<file path="src/rtl/core_instruction_issuer_if.sv">
// Instruction bus between the issuer (master) and one compute core (slave).
// The core raises busy while it executes the word strobed by cpen.
interface core_instruction_issuer_if #(
   parameter int INSTRUCTION_WIDTH = 15
);
   logic [INSTRUCTION_WIDTH-1:0] instruction;
   logic                         cpen;
   logic                         busy;

   modport master (
      output instruction,
      output cpen,
      input  busy
   );

   modport slave (
      input  instruction,
      input  cpen,
      output busy
   );
endinterface

</file>
<file path="src/rtl/core_instruction_issuer.sv">
// Sequential instruction issuer: fetches start_pc..stop_pc from program memory and
// hands each word to the core, waiting on busy. Define ISSUE_COUNT_EN for issue_count.
module core_instruction_issuer #(
   parameter int                           INSTRUCTION_WIDTH = 15,
   parameter int                           PC_WIDTH          = 8,
   parameter logic [INSTRUCTION_WIDTH-1:0] NOP_WORD          = 15'h02C0
) (
   input  logic                         clk,
   input  logic                         reset,
   input  logic                         start,
   input  logic                         abort,
   input  logic [PC_WIDTH-1:0]          start_pc,
   input  logic [PC_WIDTH-1:0]          stop_pc,
   output logic [PC_WIDTH-1:0]          imem_addr,
   output logic                         imem_rd,
   input  logic [INSTRUCTION_WIDTH-1:0] imem_q,
   core_instruction_issuer_if.master    core,
   output logic                         running,
   output logic                         done,
   output logic [15:0]                  issue_count
);

   typedef enum logic [2:0] {
      S_IDLE,
      S_FETCH,
      S_WAIT_Q,
      S_ISSUE,
      S_WAIT_BUSY,
      S_DONE
   } state_t;

   localparam logic [PC_WIDTH-1:0] PC_ONE = {{(PC_WIDTH-1){1'b0}}, 1'b1};

   state_t                       state_reg, state_next;
   logic [PC_WIDTH-1:0]          pc_reg, pc_next;
   logic [PC_WIDTH-1:0]          stop_reg, stop_next;
   logic                         sampled_reg, sampled_next;

   logic [PC_WIDTH-1:0]          imem_addr_reg, imem_addr_next;
   logic                         imem_rd_reg, imem_rd_next;
   logic [INSTRUCTION_WIDTH-1:0] instruction_reg, instruction_next;
   logic                         cpen_reg, cpen_next;
   logic                         running_reg, running_next;
   logic                         done_reg, done_next;

   // State, datapath and registered outputs share one register process.
   always_ff @(posedge clk) begin
      if (reset) begin
         state_reg       <= S_IDLE;
         pc_reg          <= '0;
         stop_reg        <= '0;
         sampled_reg     <= 1'b0;
         imem_addr_reg   <= '0;
         imem_rd_reg     <= 1'b0;
         instruction_reg <= NOP_WORD;
         cpen_reg        <= 1'b0;
         running_reg     <= 1'b0;
         done_reg        <= 1'b0;
      end else begin
         state_reg       <= state_next;
         pc_reg          <= pc_next;
         stop_reg        <= stop_next;
         sampled_reg     <= sampled_next;
         imem_addr_reg   <= imem_addr_next;
         imem_rd_reg     <= imem_rd_next;
         instruction_reg <= instruction_next;
         cpen_reg        <= cpen_next;
         running_reg     <= running_next;
         done_reg        <= done_next;
      end
   end

   always_comb begin
      state_next   = state_reg;
      pc_next      = pc_reg;
      stop_next    = stop_reg;
      // The first WAIT_BUSY cycle only lets a late busy from the core arrive.
      sampled_next = (state_reg == S_WAIT_BUSY);
      case (state_reg)
         S_IDLE: begin
            if (start) begin
               state_next = S_FETCH;
               pc_next    = start_pc;
               stop_next  = stop_pc;
            end
         end
         S_FETCH:  state_next = S_WAIT_Q;
         S_WAIT_Q: state_next = S_ISSUE;
         S_ISSUE:  state_next = S_WAIT_BUSY;
         S_WAIT_BUSY: begin
            if (sampled_reg && !core.busy) begin
               if (pc_reg == stop_reg) begin
                  state_next = S_DONE;
               end else begin
                  state_next = S_FETCH;
                  pc_next    = pc_reg + PC_ONE;
               end
            end
         end
         S_DONE:   state_next = S_IDLE;
         default:  state_next = S_IDLE;
      endcase
      if (abort) begin
         state_next = S_IDLE;
      end
   end

   // Outputs are derived from the upcoming state so they line up with it once registered.
   always_comb begin
      imem_rd_next     = (state_next == S_FETCH);
      imem_addr_next   = (state_next == S_FETCH) ? pc_next : imem_addr_reg;
      cpen_next        = (state_next == S_ISSUE);
      running_next     = (state_next != S_IDLE);
      done_next        = (state_next == S_DONE);
      instruction_next = instruction_reg;
      if (state_next == S_IDLE || state_next == S_DONE) begin
         instruction_next = NOP_WORD;
      end else if (state_reg == S_WAIT_Q) begin
         instruction_next = imem_q;
      end
   end

   assign imem_addr        = imem_addr_reg;
   assign imem_rd          = imem_rd_reg;
   assign core.instruction = instruction_reg;
   assign core.cpen        = cpen_reg;
   assign running          = running_reg;
   assign done             = done_reg;

`ifdef ISSUE_COUNT_EN
   logic [15:0] count_reg, count_next;

   always_comb begin
      count_next = count_reg;
      if (state_reg == S_IDLE && state_next == S_FETCH) begin
         count_next = '0;
      end else if (cpen_reg && count_reg != 16'hFFFF) begin
         count_next = count_reg + 16'd1;
      end
   end

   always_ff @(posedge clk) begin
      if (reset) begin
         count_reg <= '0;
      end else begin
         count_reg <= count_next;
      end
   end

   assign issue_count = count_reg;
`else
   assign issue_count = 16'h0000;
`endif

endmodule

</file>
<file path="src/flat_wrapper.sv">
// flat-port wrapper written by rule: the top's interface ports become plain ports
module core_instruction_issuer_flat 
#(
   parameter int                           INSTRUCTION_WIDTH = 15,
   parameter int                           PC_WIDTH          = 8,
   parameter logic [INSTRUCTION_WIDTH-1:0] NOP_WORD          = 15'h02C0
)
  (clk, reset, start, abort, start_pc, stop_pc, imem_addr, imem_rd, imem_q, running, done, issue_count, core_instruction, core_cpen, core_busy);
  core_instruction_issuer_if #(.INSTRUCTION_WIDTH(INSTRUCTION_WIDTH)) core_i ();
  input  logic clk;
  input  logic reset;
  input  logic start;
  input  logic abort;
  input  logic [PC_WIDTH-1:0] start_pc;
  input  logic [PC_WIDTH-1:0] stop_pc;
  output logic [PC_WIDTH-1:0] imem_addr;
  output logic imem_rd;
  input  logic [INSTRUCTION_WIDTH-1:0] imem_q;
  output logic running;
  output logic done;
  output logic [15:0] issue_count;
  output wire logic [$bits(core_i.instruction)-1:0] core_instruction;
  output wire logic [$bits(core_i.cpen)-1:0] core_cpen;
  input wire logic [$bits(core_i.busy)-1:0] core_busy;
  assign core_instruction = core_i.instruction;
  assign core_cpen = core_i.cpen;
  assign core_i.busy = core_busy;
  core_instruction_issuer #(.INSTRUCTION_WIDTH(INSTRUCTION_WIDTH), .PC_WIDTH(PC_WIDTH), .NOP_WORD(NOP_WORD)) u_core (.clk(clk), .reset(reset), .start(start), .abort(abort), .start_pc(start_pc), .stop_pc(stop_pc), .imem_addr(imem_addr), .imem_rd(imem_rd), .imem_q(imem_q), .core(core_i), .running(running), .done(done), .issue_count(issue_count));
endmodule
</file>
<file path="config.mk">
export PLATFORM = sky130hd
export DESIGN_NAME = core_instruction_issuer_flat
export DESIGN_NICKNAME = d
export VERILOG_FILES = /design/src/rtl/core_instruction_issuer_if.sv /design/src/rtl/core_instruction_issuer.sv /design/src/flat_wrapper.sv
export SDC_FILE = /design/constraint.sdc
export NUM_CORES = 1
export LEC_CHECK = 0
export CAP_MARGIN = 20
export CORE_ASPECT_RATIO = 1.5
export CORE_MARGIN = 2
export CORE_UTILIZATION = 50
export DETAILED_ROUTE_END_ITERATION = 8
export PLACE_DENSITY = 0.95
export SLEW_MARGIN = 20
export SYNTH_ARGS = -nofsm -noshare
export SYNTH_HDL_FRONTEND = slang
export SYNTH_SLANG_ARGS = --single-unit
</file>
<file path="constraint.sdc">
create_clock -name clk -period 3.2 [get_ports clk]
set_clock_uncertainty 0.05 [all_clocks]
set_input_delay 0.32 -clock clk [delete_from_list [all_inputs] [get_ports clk]]
set_output_delay 0.32 -clock clk [all_outputs]
set_load 0.01 [all_outputs]
</file>
# --- Word level (Yosys, flattened, before mapping) ---
# Index checks and enable logic that the tools add are counted.
op_classes:
  add_sub_neg: 1
  eq_ne: 8
  muxes: 9
  n_reduce_logical: 8
ops:
  columns: ["op", "count"]
  rows:
  - ["8-bit two-way mux", 3]
  - ["8-bit one-hot mux with 2 select lines", 1]
  - ["3-bit one-hot mux with 5 select lines", 1]
  - ["3-bit two-way mux", 4]
  - ["3-bit by 2-bit == test with 1-bit output, second input constant", 3]
  - ["8-bit by 1-bit adder with 8-bit output, second input constant", 1]
  - ["8-bit == test", 1]
  - ["3-bit by 1-bit == test with 1-bit output, second input constant", 2]
  - ["3-bit == test, second input constant", 2]
  - ["3-bit logical NOT", 2]
  - ["3-bit nonzero test", 1]
  - ["2-bit AND reduction", 1]
  - ["2-bit OR reduction", 1]
  - ["1-bit logical AND", 1]
  - ["1-bit logical NOT", 1]
  - ["1-bit logical OR", 1]
totals:
  reg_bits: 47
  wordCells: 36

# --- Depth between registers and ports, before layout ---
# Gate-level depths: netlist (run 1).
depth:
  ltp_word: 8
  depth_mapped: 7
  mapped_depth_nobuf: 6

# --- Worst setup path after synthesis (run 1) ---
# Ideal clock, no wire load.
synth_path:
  path_kind: "flip-flop to flip-flop"
  from: "register u_core.state_reg[1]"
  to: "register u_core.imem_addr_reg[7], in the netlist u_core.imem_addr[7]"
  t_arrival_ns: 1.792
  setup_slack_ns: 1.270
  stages_incl_launch_ff: 7
  period_less_slack_ns: 1.930
  cell_sequence: "dfxtp_1 > buf_6 > or3b_4 > buf_6 > or4_4 > a2bb2oi_2 > a311oi_2"
synth_between:
  elab_chain_len: 4
  word_cells_on_any_way: 11
  classes_between: "eq/ne (5); mux (5); reduce/logical (1)"
synth_rtl:
  columns: ["item", "line", "rtl"]
  rows:
  - ["start: declaration", "core_instruction_issuer.sv:34", "state_t state_reg, state_next;"]
  - ["start signal: assignment", "core_instruction_issuer.sv:60", "state_reg <= state_next;"]
  - ["3-bit == test (tied with other cells)", "core_instruction_issuer.sv:79", "case (state_reg)"]
  - ["3-bit one-hot mux with 5 select lines", "core_instruction_issuer.sv:79", null]
  - ["3-bit two-way mux", "core_instruction_issuer.sv:103", "if (abort) begin"]
  - ["3-bit by 1-bit == test with 1-bit output", "core_instruction_issuer.sv:111", "imem_addr_next = (state_next == S_FETCH) ? pc_next : imem_addr_reg;"]
  - ["end signal: assignment", "core_instruction_issuer.sv:64", "imem_addr_reg <= imem_addr_next;"]
  - ["end: declaration", "core_instruction_issuer.sv:39", "logic [PC_WIDTH-1:0] imem_addr_reg, imem_addr_next;"]
# Several ways; a longest one is shown, not always the timed one.
# A chain may end at the register's enable or synchronous reset.

# --- Worst setup path in the final report (run 1) ---
layout_path:
  from: "register u_core.pc_reg[3]"
  to: "register u_core.instruction_reg[5], in the netlist u_core.core.instruction[5]"
layout_between:
  elab_chain_len: 8
  word_cells_on_any_way: 9
  classes_between: "eq/ne (2); mux (4); reduce/logical (3)"
layout_rtl:
  columns: ["item", "line", "rtl"]
  rows:
  - ["start: declaration", "core_instruction_issuer.sv:35", "logic [PC_WIDTH-1:0] pc_reg, pc_next;"]
  - ["start signal: assignment", "core_instruction_issuer.sv:61", "pc_reg <= pc_next;"]
  - ["8-bit == test (*)", "core_instruction_issuer.sv:92", "if (pc_reg == stop_reg) begin"]
  - ["3-bit two-way mux (*)", "core_instruction_issuer.sv:92", null]
  - ["3-bit two-way mux (*)", "core_instruction_issuer.sv:91", "if (sampled_reg && !core.busy) begin"]
  - ["3-bit one-hot mux with 5 select lines (*)", "core_instruction_issuer.sv:79", null]
  - ["3-bit two-way mux (*)", "core_instruction_issuer.sv:103", null]
  - ["3-bit == test or 3-bit logical NOT (tied branches)", "core_instruction_issuer.sv:116", "if (state_next == S_IDLE || state_next == S_DONE) begin"]
  - ["1-bit logical OR (*)", "core_instruction_issuer.sv:116", null]
  - ["2-bit OR reduction (no line) (*)", null, null]
  - ["end signal: assignment", "core_instruction_issuer.sv:66", "instruction_reg <= instruction_next;"]
  - ["end: declaration", "core_instruction_issuer.sv:41", "logic [INSTRUCTION_WIDTH-1:0] instruction_reg, instruction_next;"]
# Every way passes the cells marked *; elsewhere a longest branch is shown, timed or not.

==> summary.md, run 1 <==
| Metric | Value |
|---|---|
| Final nets | 373 |
| Max FFs per register | 15 |
| Fraction of layout instances using a drive strength above 1 | 9.50% |
| Layout area overhead | 26.6% |
| Drt via density | 5.62 |
| Sequential share of power | 51.6% |
| CTS H-Tree Depth | 2 |
| Fin. Hold Viols | 0 |
| Ports | 79 |
| P per Cell Area | 385 mW/mm² |
| Filler instances | 401 |
| IO Port Bufs | 62 |
| Commonest non-fill, non-tap cells in the layout | clkdlybuf4s50_1, dfxtp_1, a21oi_1 |
| Clock period minus worst slack | 2290 ps |
| Initial core utilization | 51.9% |
| Area occupied by multi-input gates | 0.00138 mm² |
| Worst Tran Pin Value | 710 ps |
| Tcrit/Tclk final | 71.5% |
| WL/cell | 15.8 µm |
| Comb power frac | 18.6% |
| Initial antenna violation count | 0 |
| ANT cells | 0 |
| Outcome | completed |
| CP Data Arrival Time | 2450 ps |
| Pins Over Slew Limit | 0 |
| Clock slew seen by the registers of the worst setup and hold paths | 90 ps |
| Global-route usage over all layers | 24.1% |
| Critical path peak fanout | 12 |
| Drt drc | 0 |
| Crit path max-delay family | simple AND/OR/NAND/NOR gates |
| CTS tree | done |
| DR pass1 iterations | 4 |
| Worst Hold Class | reg -> reg |
| GRT Residual Overflow | 0 |
| FF-to-FF setup slack | 910 ps |
| Critical path type | reg -> reg |
| Hold_buf cts | 0 |
| Cts bufs inserted | 5 |
| CTS resizes | 0 |
| CP startpoint | u_core.pc_reg[3] |
| Post-Syn Area | 0.00252 mm² |
| Ys Warns | 0 |
| Cell count after synthesis | 279 |
| Row cnt | 31 |
| FF-to-FF Start | u_core.pc_reg[3] |
| Predominant post-synthesis flop cell | dfxtp_1 |
| Total Power | 1.23 mW |
| Die Width | 61.9 µm |
| Final core occ | 65.7% |
| Power share of the clock group | 29.8% |
| Final setup TNS | 0 ps |
| Post-CTS Repair Setup Buffers | 0 |
| CTS Root Cell | clkbuf_8 |
| Clk sinks | 47 |
| Clock Latency Late Sink | 300 ps |
| Lkg Pwr | 1.15 nW |
| Vias post-DR | 2264 |
| Int Pwr | 0.873 mW |
| CP Launch Type | flop |
| Worst VDD drop | 0.000233 V |
| Max-Cap Viols | 0 |
| Final setup violation count | 0 |
| FFs w/ async S/R, synth | 0% |
| Largest net degree at the start of global routing | 20 |
| RD Place Congestion | 0.901 |
| Number of synthesized flops with an enable pin | 0 |
| Max_slew headroom | 52.5% |
| Hold path start | u_core.stop_reg[7] |
| DP Wirelength | 5010 µm |
| Unrepaired setup endpoints after global routing | no |
| Max incr delay on CP | 540 ps |
| Storage cell area | 941 µm² |
| Die area | 0.00563 mm² |
| First-pass GRT wire length | 10300 µm |
| Clk buf depth | 2 |
| Post-synthesis average cell area | 9.02 µm² |
| Buf/Inv on CP | 1 |
| Switching power | 0.352 mW |
| Sequential share of the synthesized area | 37.4% |
| Critical-path top delay cell | dfxtp_1 |
| Total wire length | 6370 µm |
| Sw Share | 28.7% |
| ANT nets after route | 0 |
| Cell variety after synth | 58 |
| Initial drt markers | 84 |
| Die span in y | 90.9 µm |
| Core Region | 0.00485 mm² |
| Synth Register Bits | 47 |
| Setup crit end kind | flop |
| CP required | 3360 ps |
| Leading cell type in the layout, fill and taps excluded | clkdlybuf4s50_1 |
| Vias in the first global route | 2231 |
| Worst-path cell chain | xor2_1 -> nor4_2 -> buf_4 -> a21o_2 -> nand3_1 -> a211oi_1 |
| Fmax | 437 MHz |
[kinds of logic (layout without fill, tap and decap cells)]
kind of cell,Yosys count,after routing,synth area share [%]
buffers and inverters,38,81,9.99
adders and majority gates,1,1,0.497
other,1,16,0.149
xor gates and xnor gates,9,9,3.13
and+or+nand+nor,85,85,18.8
AOI/OAI and AO/OA,81,81,23.2
muxes,17,17,6.81
DFF,47,47,37.4
[final cells by class]
type | instances | area share, %
clock buffer | 5 | 2.16
clock inverter | 3 | 0.747
inverter | 4 | 0.472
multi-input combinational | 209 | 43.3
sequential | 47 | 29.5
tap | 66 | 2.59
timing repair buffer | 69 | 21.1
[power groups by stage]
stage	logic [mW]	registers (mW)	clock network, mW
after floorplan	0.153	0.639	0
after global placement	0.221	0.645	0
after detailed placement	0.226	0.646	0
after CTS	0.227	0.632	0.373
after global routing	0.249	0.636	0.405
final	0.228	0.633	0.365
[worst register-to-register path, cell delays in order, from the launching register on]
cell and delay [ps]:
dfxtp_1 540, xor2_1 140, nor4_2 280, buf_4 230, a21o_2 210, nand3_1 370
a211oi_1 370
[per-stage QoR]
step	cell area, µm²	hold slack (ps)	std cells	setup slack (ps)
floorplan	2570	398	294	1270
global placement	3090	404	395	864
detailed placement	3090	409	395	769
CTS	3180	421	403	940
global route	3180	444	403	701
finish	3180	421	403	911
[synth_stat cells, types with 2 or more instances]
cell type  number  area share (%)
a21o_1          4             1.2
dfxtp_1        47              37
or4_1           3            0.90
o31ai_1         3            0.90
a211o_1         2            0.70
nor2_2          3            0.75
nand4_1         3            0.75
clkbuf_1        7             1.0
buf_4          20             6.0
xor2_1          8             2.8
or2b_1          2            0.60
a31oi_1         5             1.2
buf_2           3            0.60
a21oi_1        26             5.2
nor3_1          6             1.2
nor2_1         10             1.5
mux2i_1        16             6.4
nand2_1        25             3.7
nand2b_1        4            0.99
and3_1          3            0.75
nand3b_1        2            0.60
inv_1           4            0.60
nor4_2          2            0.99
nor2b_1         4            0.99
a311oi_1        6             2.1
and2_1          4            0.99
a211oi_1       12             3.6
nand3_1         5            0.99
o21ai_0         5            0.99
buf_6           4             1.8
o211ai_1        4             1.2
[layer usage]
layer	vias to the layer above	GRT usage [%]	part of all wire, %
met4	0	14.0	5.4
met3	25	5.01	5.4
li1	1098	-	-
met1	1050	25.9	36
met2	91	41.1	54
met5	-	0	0
[final timing paths]
path	to	cells after the start
setup / recovery	u_core.core.instruction[5]	6
hold / removal	u_core.stop_reg[7]	2
setup reg to reg	u_core.core.instruction[5]	6
hold reg to reg	u_core.stop_reg[7]	2
No activity file was read; power rests on OpenSTA's default activity.
==> inputs of run 2 (changes only) <==
--- a/config.mk
+++ b/config.mk
@@ -8,9 +8,9 @@
 export CAP_MARGIN = 20
 export CORE_ASPECT_RATIO = 1.5
 export CORE_MARGIN = 2
-export CORE_UTILIZATION = 50
+export CORE_UTILIZATION = 47
 export DETAILED_ROUTE_END_ITERATION = 8
-export PLACE_DENSITY = 0.95
+export PLACE_DENSITY = 0.91
 export SLEW_MARGIN = 20
 export SYNTH_ARGS = -nofsm -noshare
 export SYNTH_HDL_FRONTEND = slang
==> constraint.sdc (replaced) <==
create_clock -name clk -period 2.2 [get_ports clk]
set_clock_uncertainty 0.05 [all_clocks]
set_input_delay 0.22 -clock clk [delete_from_list [all_inputs] [get_ports clk]]
set_output_delay 0.22 -clock clk [all_outputs]
set_load 0.01 [all_outputs]
==> run 2 against run 1 <==
- critical path depth unchanged
- die area rose by 6.0%
- non-clock buffer count up 13
- via count rose by 1.9%
==> summary.md, run 2 (synthesized netlist as in run 1, its figures left out) <==
| Metric | Value |
|---|---|
| DP Wirelength | 4800 µm (was 5010 µm) |
| Largest net degree at the start of global routing | 19 (was 20) |
| CTS tree | done (unchanged) |
| Clock slew seen by the registers of the worst setup and hold paths | 100 ps (was 90 ps) |
| Reg2reg path depth | 6 (unchanged) |
| FF-to-FF End | u_core.imem_addr[6] (was u_core.core.instruction[5]) |
| Worst VDD drop | 0.000324 V (was 0.000233 V) |
| Fmax | 483 MHz (was 437 MHz) |
| Final nets | 386 (was 373) |
| Clk buf depth | 2 (unchanged) |
| CP Data Arrival Time | 2220 ps (was 2450 ps) |
| Critical path peak fanout | 9 (was 12) |
| Vias in the first global route | 2139 (was 2231) |
| Comb power frac | 18.2% (was 18.6%) |
| Global-route usage over all layers | 21.1% (was 24.1%) |
| Clk sinks | 47 (unchanged) |
| Pins Over Slew Limit | 0 (unchanged) |
| Lkg Pwr | 1.23 nW (was 1.15 nW) |
| CTS resizes | 0 (unchanged) |
| FF-to-FF setup slack | 130 ps (was 910 ps) |
| Hold_buf cts | 0 (unchanged) |
| Sw Share | 26.9% (was 28.7%) |
| DR pass1 iterations | 4 (unchanged) |
| Hold Path Sink | u_core.stop_reg[4] (was u_core.stop_reg[7]) |
| Row cnt | 32 (was 31) |
| CTS Root Cell | clkbuf_8 (unchanged) |
| Ports | 79 (unchanged) |
| Post-CTS Repair Setup Buffers | 0 (unchanged) |
| Sequential share of power | 47.9% (was 51.6%) |
| Fin. Hold Viols | 0 (unchanged) |
| Final core occ | 64.2% (was 65.7%) |
| CP Launch Type | flop (unchanged) |
| CTS H-Tree Depth | 2 (unchanged) |
| Critical path type | reg -> reg (unchanged) |
| Outcome | completed (unchanged) |
| Switching power | 0.517 mW (was 0.352 mW) |
| Non-Filler Instances | 418 (was 403) |
| Max FFs per register | 15 (unchanged) |
| P per Cell Area | 579 mW/mm² (was 385 mW/mm²) |
| Tcrit/Tclk final | 94.1% (was 71.5%) |
| RD Place Congestion | 0.896 (was 0.901) |
| Clock Latency Late Sink | 300 ps (about the same) |
| Worst Hold Class | in -> reg (was reg -> reg) |
| Final setup violation count | 0 (unchanged) |
| IO Port Bufs | 62 (unchanged) |
| Initial antenna violation count | 0 (unchanged) |
| Initial drt markers | 69 (was 84) |
| Setup crit end kind | flop (unchanged) |
| Die area | 0.00597 mm² (was 0.00563 mm²) |
| Final setup TNS | 0 ps (unchanged) |
| Drt via density | 5.52 (was 5.62) |
| Leading cell type in the layout, fill and taps excluded | clkdlybuf4s50_1 (unchanged) |
| Unrepaired setup endpoints after global routing | no (unchanged) |
| Filler instances | 421 (was 401) |
| Total wire length | 6290 µm (was 6370 µm) |
| Max-Cap Viols | 0 (unchanged) |
| Hold path start | stop_pc[4] (was u_core.stop_reg[7]) |
| Die Width | 63.7 µm (was 61.9 µm) |
| Wire length on met2 | 3470 µm (was 3420 µm) |
| Die span in y | 93.6 µm (was 90.9 µm) |
| WL/cell | 15.1 µm (was 15.8 µm) |
| Vias post-DR | 2307 (was 2264) |
| Met1 wire length | 2420 µm (was 2270 µm) |
| FF-to-FF Start | u_core.state_reg[2] (was u_core.pc_reg[3]) |
| Drt drc | 0 (unchanged) |
| CP required | 2350 ps (was 3360 ps) |
| WHS Path Cells | 3 (was 2) |
| Cts bufs inserted | 5 (unchanged) |
| ANT cells | 0 (unchanged) |
| Layout area overhead | 31.8% (was 26.6%) |
| Core Region | 0.00516 mm² (was 0.00485 mm²) |
| Setup ws final | 129 ps (was 911 ps) |
| Uppermost layer routed | met4 (unchanged) |
| Commonest non-fill, non-tap cells in the layout | clkdlybuf4s50_1, dfxtp_1, a21oi_1 (unchanged) |
| Power share of the clock group | 33.9% (was 29.8%) |
| GRT Residual Overflow | 0 (unchanged) |
| Initial core utilization | 48.7% (was 51.9%) |
| Int Pwr | 1.40 mW (was 0.873 mW) |
| ANT nets after route | 0 (unchanged) |
| Placed Cells | 410 (was 395) |
| Fraction of layout instances using a drive strength above 1 | 13.7% (was 9.50%) |
| Post-Place Setup Slack | -116 ps (was 769 ps) |
| Routed length on met3 | 203 µm (was 343 µm) |
| First-pass GRT wire length | 9980 µm (was 10300 µm) |
| Clock period minus worst slack | 2070 ps (was 2290 ps) |
==> run 2: final cells by class <==
class	instances	area [µm²]	area share, %
tap	68	85.1	2.57
sequential	47	943	28.5
multi-input combinational	209	1390	41.8
timing repair buffer	82	771	23.2
inverter	4	15.0	0.453
clock inverter	3	47.5	1.43
clock buffer	5	68.8	2.08
==> run 2: worst max path at each step <==
stage	cells past startpoint	endpoint	from	slack [ps]
final	6	u_core.imem_addr[6]	u_core.state_reg[2]	130
after global routing	6	u_core.imem_addr[6]	u_core.state_reg[2]	10
after CTS	6	u_core.core.instruction[4]	u_core.pc_reg[3]	50
after detailed placement	6	u_core.imem_addr[6]	core_busy	-120
after global placement	6	u_core.imem_addr[6]	core_busy	-50
after floorplan	6	u_core.imem_addr[7]	u_core.state_reg[1]	270
==> run 2: routing by layer <==
metal | vias to the layer above | track usage [%]
met5 | - | 0
met4 | 0 | 9.78
met3 | 14 | 2.89
met2 | 82 | 41.2
met1 | 1090 | 21.6
li1 | 1121 | -
==> run 2: critical path: stages (launching register included) <==
cell	delay (ps)
dfxtp_1	410
buf_4	190
or2b_1	260
a211o_2	350
nor2_2	320
nor3_1	110
a311oi_1	280
==> run 2: power groups by stage <==
stage / combinational (mW) / clock, mW / sequential (mW)
2_1_floorplan: 0.223 / 0 / 0.930
3_3_place_gp: 0.336 / 0 / 0.937
3_5_place_dp: 0.344 / 0 / 0.938
4_1_cts: 0.346 / 0.654 / 0.918
5_1_grt: 0.376 / 0.691 / 0.925
6_report: 0.349 / 0.651 / 0.919
==> run 2: through the flow <==
step | cell area, µm² | total power, mW | hold WS (ps)
floorplan | 2570 | 1.15 | 306
global placement | 3190 | 1.27 | 405
detailed placement | 3190 | 1.28 | 412
CTS | 3310 | 1.92 | 410
global route | 3320 | 1.99 | 430
finish | 3320 | 1.92 | 415
